$ cat src/rtl/rotate_cmd_sequencer.sv
// Command FIFO feeding a serial rotate engine that moves one bit per cycle.
// Optional macro ROT_LEFT_EN adds a per-command rotate direction (in_dir).
module rotate_cmd_sequencer #(
  parameter int WIDTH = 16,
  parameter int AMT_W = 4,
  parameter int DEPTH = 4
) (
  input  logic                       clk,
  input  logic                       rst_n,
  input  logic                       in_valid,
  output logic                       in_ready,
  input  logic [WIDTH-1:0]           in_data,
  input  logic [AMT_W-1:0]           in_amt,
`ifdef ROT_LEFT_EN
  input  logic                       in_dir,
`endif
  output logic                       out_valid,
  input  logic                       out_ready,
  output logic [WIDTH-1:0]           out_data,
  output logic [$clog2(DEPTH+1)-1:0] fifo_count,
  output logic                       busy
);
  localparam int CW = $clog2(DEPTH+1);
  localparam int PW = $clog2(DEPTH);

  typedef enum logic [1:0] {IDLE, SHIFT, DONE} state_t;
  state_t state_q, state_d;

  logic [WIDTH-1:0] data_mem [DEPTH];
  logic [AMT_W-1:0] amt_mem  [DEPTH];
  logic [PW-1:0]    wr_ptr_q, rd_ptr_q;
  logic [CW-1:0]    count_q, count_d;
  logic [WIDTH-1:0] work_q, work_d;
  logic [AMT_W-1:0] cnt_q, cnt_d;
  logic             push, pop, rot_left;

  assign in_ready   = (count_q < CW'(DEPTH));
  assign push       = in_valid && in_ready;
  assign pop        = (state_q == IDLE) && (count_q != '0);
  assign fifo_count = count_q;
  assign out_data   = work_q;
  assign busy       = (state_q != IDLE) || (count_q != '0);

`ifdef ROT_LEFT_EN
  logic dir_mem [DEPTH];
  logic dir_q, dir_d;
  assign rot_left = dir_q;
  always_ff @(posedge clk) if (push) dir_mem[wr_ptr_q] <= in_dir;
  always_ff @(posedge clk or negedge rst_n)
    if (!rst_n) dir_q <= 1'b0;
    else        dir_q <= dir_d;
  assign dir_d = pop ? dir_mem[rd_ptr_q] : dir_q;
`else
  assign rot_left = 1'b0;
`endif

  // Storage has no reset; only pointers/count define what is valid.
  always_ff @(posedge clk)
    if (push) begin
      data_mem[wr_ptr_q] <= in_data;
      amt_mem[wr_ptr_q]  <= in_amt;
    end

  always_comb begin
    count_d = count_q;
    if (push && !pop)      count_d = count_q + CW'(1);
    else if (pop && !push) count_d = count_q - CW'(1);
  end

  always_ff @(posedge clk or negedge rst_n)
    if (!rst_n) begin
      wr_ptr_q <= '0;
      rd_ptr_q <= '0;
      count_q  <= '0;
    end else begin
      if (push) wr_ptr_q <= wr_ptr_q + PW'(1);
      if (pop)  rd_ptr_q <= rd_ptr_q + PW'(1);
      count_q <= count_d;
    end

  always_comb begin
    work_d = work_q;
    cnt_d  = cnt_q;
    case (state_q)
      IDLE: if (pop) begin
        work_d = data_mem[rd_ptr_q];
        cnt_d  = amt_mem[rd_ptr_q];
      end
      SHIFT: begin
        work_d = rot_left ? {work_q[WIDTH-2:0], work_q[WIDTH-1]}
                          : {work_q[0], work_q[WIDTH-1:1]};
        cnt_d  = cnt_q - AMT_W'(1);
      end
      default: ;
    endcase
  end

  always_ff @(posedge clk or negedge rst_n)
    if (!rst_n) begin
      work_q <= '0;
      cnt_q  <= '0;
    end else begin
      work_q <= work_d;
      cnt_q  <= cnt_d;
    end

  always_ff @(posedge clk or negedge rst_n)
    if (!rst_n) state_q <= IDLE;
    else        state_q <= state_d;

  always_comb begin
    state_d = state_q;
    case (state_q)
      IDLE:  if (pop) state_d = (amt_mem[rd_ptr_q] == '0) ? DONE : SHIFT;
      SHIFT: if (cnt_q == AMT_W'(1)) state_d = DONE;
      DONE:  if (out_ready) state_d = IDLE;
      default: state_d = IDLE;
    endcase
  end

  always_comb begin
    out_valid = 1'b0;
    if (state_q == DONE) out_valid = 1'b1;
  end
endmodule

$ cat config.mk
export PLATFORM = sky130hd
export DESIGN_NAME = rotate_cmd_sequencer
export DESIGN_NICKNAME = d
export VERILOG_FILES = /design/src/rtl/rotate_cmd_sequencer.sv
export SDC_FILE = /design/constraint.sdc
export NUM_CORES = 1
export LEC_CHECK = 0
export ABC_CLOCK_PERIOD_IN_PS = 4800
export CAP_MARGIN = 25
export CORE_MARGIN = 8
export CORE_UTILIZATION = 60
export CTS_CLUSTER_DIAMETER = 150
export DETAILED_ROUTE_END_ITERATION = 6
export PLACE_DENSITY = 0.91
export SETUP_SLACK_MARGIN = 0.5
export SYNTH_ARGS = -nofsm -noshare
export SYNTH_HDL_FRONTEND = slang
export SYNTH_SLANG_ARGS = --single-unit
$ cat constraint.sdc
create_clock -name clk -period 4.8 [get_ports clk]
set_input_delay 0.48 -clock clk [delete_from_list [all_inputs] [get_ports clk]]
set_output_delay 0.48 -clock clk [all_outputs]
set_load 0.05 [all_outputs]
After elaboration in Yosys (flattened, before gate mapping)
Memories as Yosys holds them, arrays and structs flattened.
Cells that the tools add are included.
{"block": "word_totals", "ramBits": 80, "n_memories": 2, "input_bits": 24, "out_inout_bits": 22, "register_bits": 29, "wordCells": 49}
{"name": "data_mem", "depth": 4, "word_bits": 16, "rd": 1, "rd_clocked_by_memory_dff": 0, "write_ports": 1, "line": "29", "rtl": "logic [WIDTH-1:0] data_mem [DEPTH];"}
{"name": "amt_mem", "depth": 4, "word_bits": 4, "rd": 1, "rd_clocked_by_memory_dff": 0, "write_ports": 1, "line": "30", "rtl": "logic [AMT_W-1:0] amt_mem [DEPTH];"}
{"block": "classes", "add_sub_neg": 5, "magnitude_cmp": 1, "eq_ne": 6, "n_reduce_logical": 15, "muxes": 14}
{"operator": "16-bit case mux with 2 select lines", "count": 1}
{"operator": "16-bit two-way mux", "count": 1}
{"operator": "2-bit two-way mux", "count": 4}
{"operator": "4-bit case mux with 2 select lines", "count": 1}
{"operator": "3-bit two-way mux", "count": 2}
{"operator": "2-bit != test (second input constant)", "count": 3}
{"operator": "2-bit case mux with 3 select lines", "count": 1}
{"operator": "2-bit nonzero test", "count": 3}
{"operator": "2-bit by 1-bit adder with 2-bit output (second input constant)", "count": 2}
{"operator": "4-bit by 1-bit equality test with 1-bit output (second input constant)", "count": 1}
{"operator": "1-bit logical AND", "count": 4}
{"operator": "4-bit logical NOT", "count": 1}
{"operator": "4-bit two-way mux", "count": 1}
{"operator": "4-bit by 1-bit subtractor with 4-bit output (second input constant)", "count": 1}
{"operator": "3-bit by 1-bit adder with 3-bit output (second input constant)", "count": 1}
{"operator": "3-bit < comparator (second input constant)", "count": 1}
{"operator": "1-bit two-way mux", "count": 3}
{"operator": "3-bit AND reduction", "count": 1}
{"operator": "3-bit nonzero test", "count": 1}
{"operator": "3-bit by 1-bit subtractor with 3-bit output (second input constant)", "count": 1}
{"operator": "2-bit by 1-bit equality test with 1-bit output (second input constant)", "count": 1}
{"operator": "2-bit equality test (second input constant)", "count": 1}
{"operator": "1-bit logical NOT", "count": 2}
{"operator": "2-bit logical NOT", "count": 1}
{"operator": "other kinds (2)", "count": 2}

Longest topological paths before layout
Gate-level depths: netlist of run 1.
{"block": "logic_depth", "depth_word": 6, "ltp_mapped": 10, "mapped_depth_nobuf": 9}

Least setup slack after synthesis of run 1
No wires, ideal clock.
{"block": "synth_path", "kind": "reg-to-reg", "start": "register count_q[0], in the netlist fifo_count[0]", "end": "register count_q[1], in the netlist fifo_count[1]", "n_path_buf": 1, "path_stages_with_launch": 9, "setup_ns": 0.125, "synth_period_minus_slack_ns": 2.460, "required_ns": 4.675, "t_arrival_ns": 2.335, "path_slack_ns": 2.340, "path_cell_list": "dfrtp_1 nor3_1 nor3_1 inv_1 buf_2 ha_1 inv_1 fa_1 mux2_2"}
{"block": "synth_between", "elab_chain_len": 5, "word_cells_on_any_way": 13, "cone_classes": "add/sub: 2; order compare: 1; mux: 2; reduce/logical: 8"}
{"item": "start: declaration", "line": "32", "rtl": "logic [CW-1:0] count_q, count_d;"}
{"item": "start signal: assignment", "line": "78", "rtl": "count_q <= count_d;"}
{"item": "parallel branches: the longest is 4 deep, another holds 3-bit by 1-bit subtractor with 3-bit output"}
{"item": "3-bit two-way mux (*)", "line": "66", "rtl": "if (push && !pop) count_d = count_q + CW'(1);"}
{"item": "net count_d[1]", "line": "32"}
Mark *: on every way through the listed nets, which the timed path passes. The select of a mux whose other input is x is not followed.
A chain may end at the register's enable or synchronous reset.

Worst setup path after layout of run 1
{"block": "layout_path", "start": "register count_q[1], in the netlist fifo_count[1]", "end": "register count_q[2], in the netlist fifo_count[2]"}
{"block": "layout_between", "elab_chain_len": 5, "word_cells_on_any_way": 13, "cone_classes": "add/sub: 2; order compare: 1; mux: 2; reduce/logical: 8"}
{"item": "3-bit < comparator / 3-bit nonzero test (equally long branches)", "line": "37, 39"}
{"item": "1-bit logical AND (on tied branches)", "line": "38, 39"}
{"item": "1-bit logical NOT (on tied branches)", "line": "67, 66"}
{"item": "1-bit logical AND (on tied branches)", "line": "67, 66"}
{"item": "2-bit nonzero test (no line) / 3-bit two-way mux (equally long branches)"}
Several ways; a longest one is shown, not always the timed one. The select of a mux whose other input is x is not followed.

==> tab_implementation.tex, run 1 <==
\begin{tabular}{lr}
\hline
Metric & Value \\
\hline
\multicolumn{2}{l}{\textbf{Power and ir drop}} \\
Total chip power & 3.53 mW \\
Power Density & 682 mW/mm2 \\
Power dissipated by switching net loads & 1.42 mW \\
Leakage & 1.86 nW \\
Sw Ratio & 0.402 \\
Combinational share of power & 0.428 \\
Maximum ir drop on the vdd rail & between 0.0002 and 0.0003 V \\
Clock share of power & 0.165 \\
Internal power & about 2.1 mW \\
Flop pwr share & 0.407 \\
\multicolumn{2}{l}{\textbf{GRT}} \\
Antenna violations before repair & 0 \\
Vias in the first global route & around 2500 \\
Largest net degree at the start of global routing & 30 \\
Global router's overall resource usage & 0.174 \\
First-pass GRT wire length & approximately 13000 um \\
Overall overflow remaining after global route & 0 \\
\multicolumn{2}{l}{\textbf{Layout}} \\
Post-route design area & 0.00517 mm2 \\
Most common cell after layout, fill and taps aside & sky130\_fd\_sc\_hd\_\_edfxtp\_1 \\
Finished Core Util & 0.720 \\
Fraction of final layout cells sized beyond drive strength 1 & 0.115 \\
Area delta synth->final & 17.9\% \\
Filler-free cell count of the finished design & between 400 and 500 \\
Commonest cells after routing, fill and taps aside & 80 x sky130\_fd\_sc\_hd\_\_edfxtp\_1, 45 x sky130\_fd\_sc\_hd\_\_clkdlybuf4s50\_1, 41 x sky130\_fd\_sc\_hd\_\_nand2\_1, 29 x sky130\_fd\_sc\_hd\_\_dfrtp\_1, 15 x sky130\_fd\_sc\_hd\_\_nor2\_1 \\
Fin nets & approximately 340 \\
Final antenna diode count & 0 \\
\multicolumn{2}{l}{\textbf{Logic synthesis}} \\
Combinational family with the most area after synthesis & multiplexers \\
Synthesized Nets & 291 \\
Avg Cell Area, Syn & $\sim$17 um2 \\
Flop and latch count out of synthesis & 109 \\
Post-synthesis sequential area ratio & 0.714 \\
Compound-gate portion of the synthesized area & 0.0405 \\
Cell types occupying the most area after synthesis & sky130\_fd\_sc\_hd\_\_edfxtp\_1 55\%, sky130\_fd\_sc\_hd\_\_dfrtp\_1 17\%, sky130\_fd\_sc\_hd\_\_mux4\_2 5.7\% \\
Post-synthesis share of cell area spent on and, or, nand and nor gates & 0.0688 \\
Mux contribution to synthesized area & 0.113 \\
Synth Instances & 259 \\
Warning count from the yosys run & 0 \\
Netlist Area Pre-Place & 0.00438 mm2 \\
Area share of xor/xnor cells in the synthesized design & 0.0120 \\
Share of the synthesized area in the top cell type & 0.548 \\
Synth unique cells & 34 \\
Cell taking the most area after synthesis & sky130\_fd\_sc\_hd\_\_edfxtp\_1 \\
Post-Synth Adder-Cell Area & 0.0246 \\
\multicolumn{2}{l}{\textbf{Placed design}} \\
Placed Cells & 395 \\
Final RePlAce weighted congestion & approximately 0.78 \\
Setup WS pre-CTS & approximately 2000 ps \\
Cell Area, Placed & 0.00490 mm2 \\
I/O Buffers & 45 \\
Final HPWL DP & 5370 um \\
\multicolumn{2}{l}{\textbf{STA}} \\
Setup slack after layout & a little over 2000 ps \\
Setup violations, final & 0 \\
Total negative slack & 0 ps \\
Slew Limit Headroom & 0.339 \\
Hold Vio Cnt, Final & 0 \\
RSZ-0062 raised after global routing & no \\
Highest achievable clock rate & approximately 360 MHz \\
Final clock period utilization by the worst path & 0.574 \\
Worst-Margin Slew & between 900 and 1000 ps \\
Skew final & 12.0 ps \\
Minimum clock period & 2760 ps \\
Fin. max-slew vios & 0 \\
Hold slack & around 470 ps \\
\multicolumn{2}{l}{\textbf{CTS}} \\
TritonCTS buffer count & 9 \\
Clock tree sinks & $\sim$110 \\
CTS tree & yes \\
Clock Path Buffers & 2 \\
Hold buffer count at CTS & 0 \\
Number of buffers added for setup after CTS & 0 \\
Clock root buffer master & sky130\_fd\_sc\_hd\_\_clkbuf\_8 \\
Resized cells post-CTS & 0 \\
Clock-pin slew on the worst setup and hold paths & 110 ps \\
Skew-Pair Late Insertion Delay & 370 ps \\
CTS H-Tree Depth & 3 \\
\multicolumn{2}{l}{\textbf{Floorplan}} \\
IO Count & 46 \\
Die span in y & between 100 and 150 um \\
Starting density of the core & 0.611 \\
Cell Rows & 31 \\
Core region area & between 0.007 and 0.008 mm2 \\
Die extent in x & 101 um \\
Die Area & a little over 0.01 mm2 \\
\multicolumn{2}{l}{\textbf{Route}} \\
Violation count after the first detailed-route iteration & 168 \\
WL/cell & 20.0 um \\
DR DRC count & 0 \\
Vias & 2428 \\
Vias per cell & 5.88 \\
Pre-antenna DRT Iters & 5 \\
WL final & slightly above 8000 um \\
DRT antenna net count & 0 \\
\multicolumn{2}{l}{\textbf{Flow run}} \\
Count of max-cap constraint violations & 0 \\
\multicolumn{2}{l}{\textbf{Worst hold path}} \\
Worst hold-check path type & primary input to async pin \\
\multicolumn{2}{l}{\textbf{Worst setup path}} \\
Maximum fanout count along the critical path & 24 \\
R2r setup slk & 2040 ps \\
Critical R2R Capture & fifo\_count[2] \\
Required time of the critical path & 5100 ps \\
CP Capture Type & register \\
Worst Reg-to-Reg Cells & 10 \\
Critical Setup Path Class & register to register \\
Arrival time at the worst endpoint & about 3100 ps \\
Reg-to-reg critical path startpoint & fifo\_count[1] \\
Nature of the critical path startpoint & register \\
\multicolumn{2}{l}{\textbf{Outcome}} \\
Run status & finished clean \\
\hline
\end{tabular}
-- synthesized netlist by cell type, drive strengths merged --
cell    count
o22ai       1
ha          7
buf         7
o311ai      2
and2        5
a31oi      10
mux2        1
nand2      41
clkbuf      5
a221o       2
fa          1
or3         2
nor2       15
mux4       20
xor2        1
o211ai      1
nor4        1
nor2b       2
a22oi       6
o21ai       3
nor3b       1
nand3       1
nor3        2
dfrtp      29
edfxtp     80
inv         8
xnor2       5
-- power by group through the flow --
stage | sequential (mW) | combinational, mW | clock, mW
after floorplan | 1.66 | 0.834 | 0
final | 1.43 | 1.51 | 0.583
after detailed placement | 1.45 | 1.48 | 0
after CTS | 1.43 | 1.49 | 0.593
after global routing | 1.46 | 1.62 | 0.631
after global placement | 1.44 | 1.42 | 0
-- kinds of logic (layout without fill, tap and decap cells) --
family	Yosys count	count (layout)
multiplexers	21	21
AO/OA/AOI/OAI	25	25
flip-flops	109	109
adder cells (fa/ha/maj)	8	8
buffers and inverters	20	75
AND/OR/NAND/NOR	70	70
XOR/XNOR	6	6
-- sequential cells by signal, indices dropped and copies added, names as in the netlist --
register,count
amt_mem,16
cnt_q,4
data_mem,64
fifo_count,3
out_data,16
rd_ptr_q,2
state_q,2
wr_ptr_q,2
-- cell type report --
class / count / area, um2
fill: 421 / 2010
timing repair buffer: 51 / 536
clock inverter: 7 / 90.1
multi-input combinational: 130 / 1130
tap: 99 / 124
inverter: 8 / 30.0
sequential: 109 / 3130
clock buffer: 9 / 124
-- worst max-delay path, stage by stage (launching register included) --
cell and delay [ps]:
sky130_fd_sc_hd__dfrtp_1 450, sky130_fd_sc_hd__nor3_1 250, sky130_fd_sc_hd__nor3_1 80, sky130_fd_sc_hd__buf_4 190
sky130_fd_sc_hd__inv_1 520, sky130_fd_sc_hd__ha_1 330, sky130_fd_sc_hd__inv_1 70, sky130_fd_sc_hd__fa_1 390
sky130_fd_sc_hd__xor2_1 160, sky130_fd_sc_hd__nor2_1 120, sky130_fd_sc_hd__xnor2_1 130
-- metal layers --
layer | GRT usage | routed length [um]
met1 | 0.222 | 3530
met2 | 0.277 | 4200
met3 | 0.0543 | 432
met4 | 0.0584 | 115
met5 | 0 | 0
-- worst max-delay path by stage --
stage / from / to / slack, ps
floorplan: fifo_count[0] / fifo_count[1] / 2340
CTS: fifo_count[1] / fifo_count[2] / 2080
global route: fifo_count[1] / fifo_count[2] / 1830
finish: fifo_count[1] / fifo_count[2] / 2040
detailed placement: in_valid / data_mem[0][11] / 2020
global placement: in_valid / data_mem[0][10] / 2160
No activity file was read; power rests on OpenSTA's default activity.
==> inputs of run 2 (changes only) <==
--- a/config.mk
+++ b/config.mk
@@ -5,13 +5,13 @@
 export SDC_FILE = /design/constraint.sdc
 export NUM_CORES = 1
 export LEC_CHECK = 0
-export ABC_CLOCK_PERIOD_IN_PS = 4800
+export ABC_CLOCK_PERIOD_IN_PS = 2300
 export CAP_MARGIN = 25
 export CORE_MARGIN = 8
-export CORE_UTILIZATION = 60
+export CORE_UTILIZATION = 50
 export CTS_CLUSTER_DIAMETER = 150
 export DETAILED_ROUTE_END_ITERATION = 6
-export PLACE_DENSITY = 0.91
+export PLACE_DENSITY = 0.82
 export SETUP_SLACK_MARGIN = 0.5
 export SYNTH_ARGS = -nofsm -noshare
 export SYNTH_HDL_FRONTEND = slang
==> constraint.sdc (replaced) <==
create_clock -name clk -period 2.3 [get_ports clk]
set_input_delay 0.23 -clock clk [delete_from_list [all_inputs] [get_ports clk]]
set_output_delay 0.23 -clock clk [all_outputs]
set_load 0.05 [all_outputs]
==> run 2 against run 1 <==
- first-iteration DRC count down 57%
- global-route usage shrank 2.7 points
- via count is 1.8% lower
- worst setup slack got worse by 1500 ps
- count of clock-buffer cells in the layout stayed put
==> tab_implementation.tex, run 2 (synthesis gave the netlist of run 1 again) <==
\begin{tabular}{lr}
\hline
Metric & Value \\
\hline
\multicolumn{2}{l}{\textbf{Outcome}} \\
Run status & finished clean \\
\multicolumn{2}{l}{\textbf{Power and ir drop}} \\
Maximum ir drop on the vdd rail & between 0.0006 and 0.0007 V \\
Leakage & 1.92 nW \\
Power Density & between 1000 and 1500 mW/mm2 \\
Total chip power & roughly 7 mW \\
Combinational share of power & 0.438 \\
Clock share of power & 0.148 \\
Internal power & 4.25 mW \\
Flop pwr share & 0.415 \\
Power dissipated by switching net loads & 2.88 mW \\
Sw Ratio & 0.404 \\
\multicolumn{2}{l}{\textbf{STA}} \\
Worst-Margin Slew & 571 ps \\
Total negative slack & 0 ps \\
Highest achievable clock rate & 563 MHz \\
Fin. max-slew vios & 0 \\
Minimum clock period & 1780 ps \\
Skew final & 10.2 ps \\
Final clock period utilization by the worst path & 0.773 \\
Slew Limit Headroom & 0.618 \\
RSZ-0062 raised after global routing & yes \\
Hold Vio Cnt, Final & 0 \\
Setup violations, final & 0 \\
\multicolumn{2}{l}{\textbf{Worst setup path}} \\
CP Capture Type & register \\
Arrival time at the worst endpoint & a little over 2000 ps \\
Nature of the critical path startpoint & register \\
Maximum fanout count along the critical path & 7 \\
Critical Setup Path Class & register to register \\
Required time of the critical path & 2560 ps \\
\multicolumn{2}{l}{\textbf{GRT}} \\
First-pass GRT wire length & 13100 um \\
Antenna violations before repair & 0 \\
Global router's overall resource usage & 0.147 \\
Vias in the first global route & 2652 \\
Overall overflow remaining after global route & 0 \\
Largest net degree at the start of global routing & 30 \\
\multicolumn{2}{l}{\textbf{CTS}} \\
CTS tree & yes \\
Clock-pin slew on the worst setup and hold paths & 100 ps \\
TritonCTS buffer count & 9 \\
CTS H-Tree Depth & 3 \\
Clock Path Buffers & 2 \\
Clock tree sinks & $\sim$110 \\
Skew-Pair Late Insertion Delay & 370 ps \\
Clock root buffer master & sky130\_fd\_sc\_hd\_\_clkbuf\_8 \\
\multicolumn{2}{l}{\textbf{Layout}} \\
Area delta synth->final & 19.4\% \\
Fill cell instance count of the final layout & 644 \\
Final antenna diode count & 0 \\
Reg area & 0.00313 mm2 \\
Most common cell after layout, fill and taps aside & sky130\_fd\_sc\_hd\_\_edfxtp\_1 \\
Finished Core Util & 0.609 \\
Fin nets & 349 \\
Register with the most flip-flops & data\_mem \\
Largest register FFs & between 60 and 70 \\
Commonest cells after routing, fill and taps aside & 80 x sky130\_fd\_sc\_hd\_\_edfxtp\_1, 41 x sky130\_fd\_sc\_hd\_\_nand2\_1, 24 x sky130\_fd\_sc\_hd\_\_dfrtp\_1, 23 x sky130\_fd\_sc\_hd\_\_clkdlybuf4s50\_1, 21 x sky130\_fd\_sc\_hd\_\_dlygate4sd2\_1 \\
Fraction of final layout cells sized beyond drive strength 1 & 0.183 \\
Area used by multi-input combinational logic & 0.00117 mm2 \\
\multicolumn{2}{l}{\textbf{Flow run}} \\
Count of max-cap constraint violations & 0 \\
\multicolumn{2}{l}{\textbf{Route}} \\
Pre-antenna DRT Iters & 4 \\
Violation count after the first detailed-route iteration & 72 \\
WL final & 8230 um \\
DRT antenna net count & 0 \\
WL/cell & roughly 19 um \\
Vias per cell & 5.55 \\
Vias & 2385 \\
DR DRC count & 0 \\
\multicolumn{2}{l}{\textbf{Floorplan}} \\
Cell Rows & 34 \\
Die extent in x & 110 um \\
Die Area & 0.0120 mm2 \\
Die span in y & 110 um \\
Starting density of the core & 0.510 \\
IO Count & 46 \\
Core region area & 0.00859 mm2 \\
\multicolumn{2}{l}{\textbf{Placed design}} \\
I/O Buffers & 45 \\
Final RePlAce weighted congestion & around 0.74 \\
Final HPWL DP & 5420 um \\
\multicolumn{2}{l}{\textbf{Worst hold path}} \\
Worst hold-check path type & primary input to async pin \\
\hline
\end{tabular}
run 2: critical path: stages, from the launching register on:
cell,delay [ps]
sky130_fd_sc_hd__dfrtp_2,470
sky130_fd_sc_hd__nor3_2,240
sky130_fd_sc_hd__inv_2,80
sky130_fd_sc_hd__ha_4,170
sky130_fd_sc_hd__inv_2,50
sky130_fd_sc_hd__fa_2,410
sky130_fd_sc_hd__mux2_2,260
run 2: power groups by stage:
stage | combinational (mW) | sequential, mW | clock [mW]
global placement | 3.15 | 2.98 | 0
floorplan | 1.79 | 3.48 | 0
global route | 3.38 | 3.01 | 1.16
finish | 3.12 | 2.96 | 1.05
CTS | 3.17 | 2.96 | 1.09
detailed placement | 3.24 | 3.01 | 0
run 2: through the flow:
step | instances | instance area, um2 | setup WS, ps | hold slack [ps]
after floorplan | 259 | 4420 | 192 | -65.6
after global placement | 412 | 5050 | 338 | 483
after detailed placement | 412 | 5050 | 318 | 496
after CTS | 430 | 5230 | 487 | 257
after global routing | 430 | 5230 | 425 | 283
final | 430 | 5230 | 523 | 255
run 2: what timing repair did:
action | in CTS | in global routing
gates resized for setup | 24 | 5
pin swaps | 0 | 4
buffers inserted | 2 | 0
setup endpoints to repair | 26 | 7
hold buffers | 0 | 0
run 2: per-layer routing:
layer	global-route usage	up-vias	wire length (um)
met3	0.0457	5	481
met1	0.172	1213	3410
met2	0.250	68	4260
met5	0	-	0
li1	-	1099	-
met4	0.0501	0	76
run 2: worst paths after layout:
check                                     end  slack, ps         from  cells past startpoint
worst max-delay path            fifo_count[1]        520   state_q[0]                      6
worst min-delay path              out_data[3]        260        rst_n                      2
worst max register to register  fifo_count[1]        520   state_q[0]                      6
worst min register to register    out_data[2]        510  out_data[3]                      2
max in group asynchronous         rd_ptr_q[0]       1730        rst_n                      2
min in group clk                   state_q[1]        460    out_ready                      2
run 2: area by class of cell:
type / instances / share of cell area
Clock buffer: 9 / 0.0237
Inverter: 8 / 0.00574
Timing Repair Buffer: 59 / 0.110
Sequential cell: 109 / 0.599
Multi-Input combinational cell: 130 / 0.224
Clock inverter: 7 / 0.0112
Tap cell: 108 / 0.0258
==> inputs of run 3 (changes only) <==
--- a/config.mk
+++ b/config.mk
@@ -5,13 +5,13 @@
 export SDC_FILE = /design/constraint.sdc
 export NUM_CORES = 1
 export LEC_CHECK = 0
-export ABC_CLOCK_PERIOD_IN_PS = 2300
+export ABC_CLOCK_PERIOD_IN_PS = 1710
 export CAP_MARGIN = 25
 export CORE_MARGIN = 8
-export CORE_UTILIZATION = 50
+export CORE_UTILIZATION = 56
 export CTS_CLUSTER_DIAMETER = 150
 export DETAILED_ROUTE_END_ITERATION = 6
-export PLACE_DENSITY = 0.82
+export PLACE_DENSITY = 0.86
 export SETUP_SLACK_MARGIN = 0.5
 export SYNTH_ARGS = -nofsm -noshare
 export SYNTH_HDL_FRONTEND = slang
==> constraint.sdc (replaced) <==
create_clock -name clk -period 1.71 [get_ports clk]
set_input_delay 0.171 -clock clk [delete_from_list [all_inputs] [get_ports clk]]
set_output_delay 0.171 -clock clk [all_outputs]
set_load 0.05 [all_outputs]
==> run 3 against run 2 <==
- the run now ends with setup timing left
- wire length rose by 42%
- sequential cell count stayed put
- sequential power up 35%
- combinational power increased by 120%
- critical path type unchanged
- via count increased by 20%
- critical endpoint unchanged
- largest cell class unchanged
- design area grew 16%
- worst setup slack got worse by 680 ps
- core utilization increased by 18 points
==> tab_implementation.tex, run 3 (synthesis gave the netlist of run 1 again) <==
\begin{tabular}{lr}
\hline
Metric & Value \\
\hline
\multicolumn{2}{l}{\textbf{CTS}} \\
TritonCTS buffer count & 9 \\
Skew-Pair Late Insertion Delay & 390 ps \\
Clock root buffer master & sky130\_fd\_sc\_hd\_\_clkbuf\_8 \\
CTS H-Tree Depth & 3 \\
Clock-pin slew on the worst setup and hold paths & 120 ps \\
CTS tree & yes \\
Hold buffer count at CTS & 0 \\
Clock tree sinks & around 110 \\
Clock Path Buffers & 2 \\
\multicolumn{2}{l}{\textbf{Worst setup path}} \\
Worst Reg-to-Reg Cells & 7 \\
Slowest cell on the critical path & sky130\_fd\_sc\_hd\_\_fa\_2 \\
Worst path max stage delay & 440 ps \\
Critical Setup Path Class & register to register \\
Critical R2R Capture & fifo\_count[1] \\
Reg-to-reg critical path startpoint & fifo\_count[0] \\
Nature of the critical path startpoint & register \\
R2r setup slk & -160 ps \\
Arrival time at the worst endpoint & 2150 ps \\
Maximum fanout count along the critical path & 2 \\
Required time of the critical path & around 2000 ps \\
CP Capture Type & register \\
Cell-by-cell trace of the critical path & nor3\_4 > nor3\_2 > inv\_2 > ha\_4 > inv\_4 > fa\_2 > mux2\_4 \\
\multicolumn{2}{l}{\textbf{Route}} \\
WL final & 11700 um \\
DRT antenna net count & 0 \\
Pre-antenna DRT Iters & 7 \\
Vias per cell & 6.04 \\
Vias & 2862 \\
WL/cell & 24.7 um \\
DR DRC count & 0 \\
Violation count after the first detailed-route iteration & 229 \\
\multicolumn{2}{l}{\textbf{Floorplan}} \\
Core region area & 0.00765 mm2 \\
Die span in y & roughly 100 um \\
IO Count & 46 \\
Die extent in x & between 100 and 150 um \\
Starting density of the core & 0.573 \\
Cell Rows & 32 \\
Die Area & 0.0109 mm2 \\
\multicolumn{2}{l}{\textbf{GRT}} \\
Largest net degree at the start of global routing & 30 \\
Global router's overall resource usage & 0.195 \\
First-pass GRT wire length & 16100 um \\
Overall overflow remaining after global route & 0 \\
Vias in the first global route & approximately 2900 \\
Antenna violations before repair & 0 \\
\multicolumn{2}{l}{\textbf{Layout}} \\
Final antenna diode count & 0 \\
Fraction of final layout cells sized beyond drive strength 1 & 0.438 \\
Largest register FFs & 64 \\
Fin nets & 399 \\
Commonest cells after routing, fill and taps aside & 80 x sky130\_fd\_sc\_hd\_\_edfxtp\_1, 38 x sky130\_fd\_sc\_hd\_\_nand2\_1, 37 x sky130\_fd\_sc\_hd\_\_buf\_4, 24 x sky130\_fd\_sc\_hd\_\_dfrtp\_1, 23 x sky130\_fd\_sc\_hd\_\_clkdlybuf4s50\_1 \\
Most common cell after layout, fill and taps aside & sky130\_fd\_sc\_hd\_\_edfxtp\_1 \\
Register with the most flip-flops & data\_mem \\
Finished Core Util & 0.793 \\
Area delta synth->final & 38.3\% \\
\multicolumn{2}{l}{\textbf{STA}} \\
Skew final & 17.9 ps \\
Setup slack after layout & -159 ps \\
Minimum clock period & 1870 ps \\
Fin. max-slew vios & 0 \\
Hold Vio Cnt, Final & 0 \\
Setup violations, final & 72 \\
Final clock period utilization by the worst path & 1.09 \\
Total negative slack & -3150 ps \\
Worst-Margin Slew & 399 ps \\
RSZ-0062 raised after global routing & yes \\
Slew Limit Headroom & 0.734 \\
Highest achievable clock rate & 535 MHz \\
\multicolumn{2}{l}{\textbf{Outcome}} \\
Run status & complete, but fails checks \\
Failing checks & setup timing \\
\multicolumn{2}{l}{\textbf{Placed design}} \\
I/O Buffers & 45 \\
Final HPWL DP & 5960 um \\
Final RePlAce weighted congestion & approximately 0.78 \\
\multicolumn{2}{l}{\textbf{Power and ir drop}} \\
Total chip power & 12.3 mW \\
Power Density & 2030 mW/mm2 \\
Maximum ir drop on the vdd rail & 0.000878 V \\
Leakage & 2.30 nW \\
\multicolumn{2}{l}{\textbf{Worst hold path}} \\
Worst hold-check path type & primary input to async pin \\
\multicolumn{2}{l}{\textbf{Flow run}} \\
Count of max-cap constraint violations & 0 \\
\hline
\end{tabular}
==> run 3: changes by cell type in the layout (fill, tap and decap cells not counted), moves of 4 or more <==
cell                            change
sky130_fd_sc_hd__a22oi_1            -5
sky130_fd_sc_hd__a22oi_2            +5
sky130_fd_sc_hd__and2_2             -4
sky130_fd_sc_hd__and2_4             +4
sky130_fd_sc_hd__buf_12            +11
sky130_fd_sc_hd__buf_4             +28
sky130_fd_sc_hd__buf_6             +19
sky130_fd_sc_hd__buf_8             +10
sky130_fd_sc_hd__dlygate4sd2_1     -21
sky130_fd_sc_hd__mux4_1             -9
sky130_fd_sc_hd__mux4_2             +9
sky130_fd_sc_hd__nor2_1             -6
sky130_fd_sc_hd__nor2_2             +5
==> run 3: how the worst max path moves through the flow <==
stage	start	end	cells after the start
3_3_place_gp	in_valid	fifo_count[2]	8
3_5_place_dp	in_valid	fifo_count[1]	6
6_report	fifo_count[0]	fifo_count[1]	7
2_1_floorplan	fifo_count[0]	fifo_count[1]	8
5_1_grt	fifo_count[0]	fifo_count[2]	9
4_1_cts	fifo_count[0]	fifo_count[1]	7
==> run 3: critical path: cells and delay by family (launching register included) <==
| kind | cells | cell delay, ps |
|---|---|---|
| adders and majority gates | 2 | 620 |
| buffers and inverters | 2 | 150 |
| and+or+nand+nor | 2 | 290 |
| DFF | 1 | 410 |
| muxes | 1 | 290 |
==> run 3: stage by stage <==
step	setup slack (ps)	cell area (um2)	hold slack, ps	instances
finish	-159	6060	175	474
CTS	-53.7	5800	166	459
floorplan	-398	4420	-125	259
global route	-244	6060	190	474
detailed placement	-301	5160	501	423
global placement	-188	5160	487	423
==> run 3: layout make-up <==
cell class                      instances  area (um2)
Clock buffer                            9         124
Clock inverter                          7        58.8
Fill cell                             366        1590
Inverter                                8        42.5
Multi-Input combinational cell        130        1270
Sequential cell                       109        3130
Tap cell                              102         128
Timing Repair Buffer                  109        1300
==> run 3: what timing repair did <==
item / CTS / global route
setup endpoints to repair: 112 / 122
resized for setup: 52 / 35
setup buffers: 16 / 15
pin swaps: 11 / 17
cloned: 4 / 0
==> run 3: power by group <==
group | switching (mW) | internal (mW)
Sequential | 0.486 | 3.53
Combinational | 3.59 | 3.18
Clock | 0.955 | 0.554
Total | 5.03 | 7.27
==> run 3: layer usage <==
layer  global-route usage  wire length, um
met5                    0                0
met4                0.120              370
met3               0.0397              755
met2                0.326             6160
met1                0.226             4430
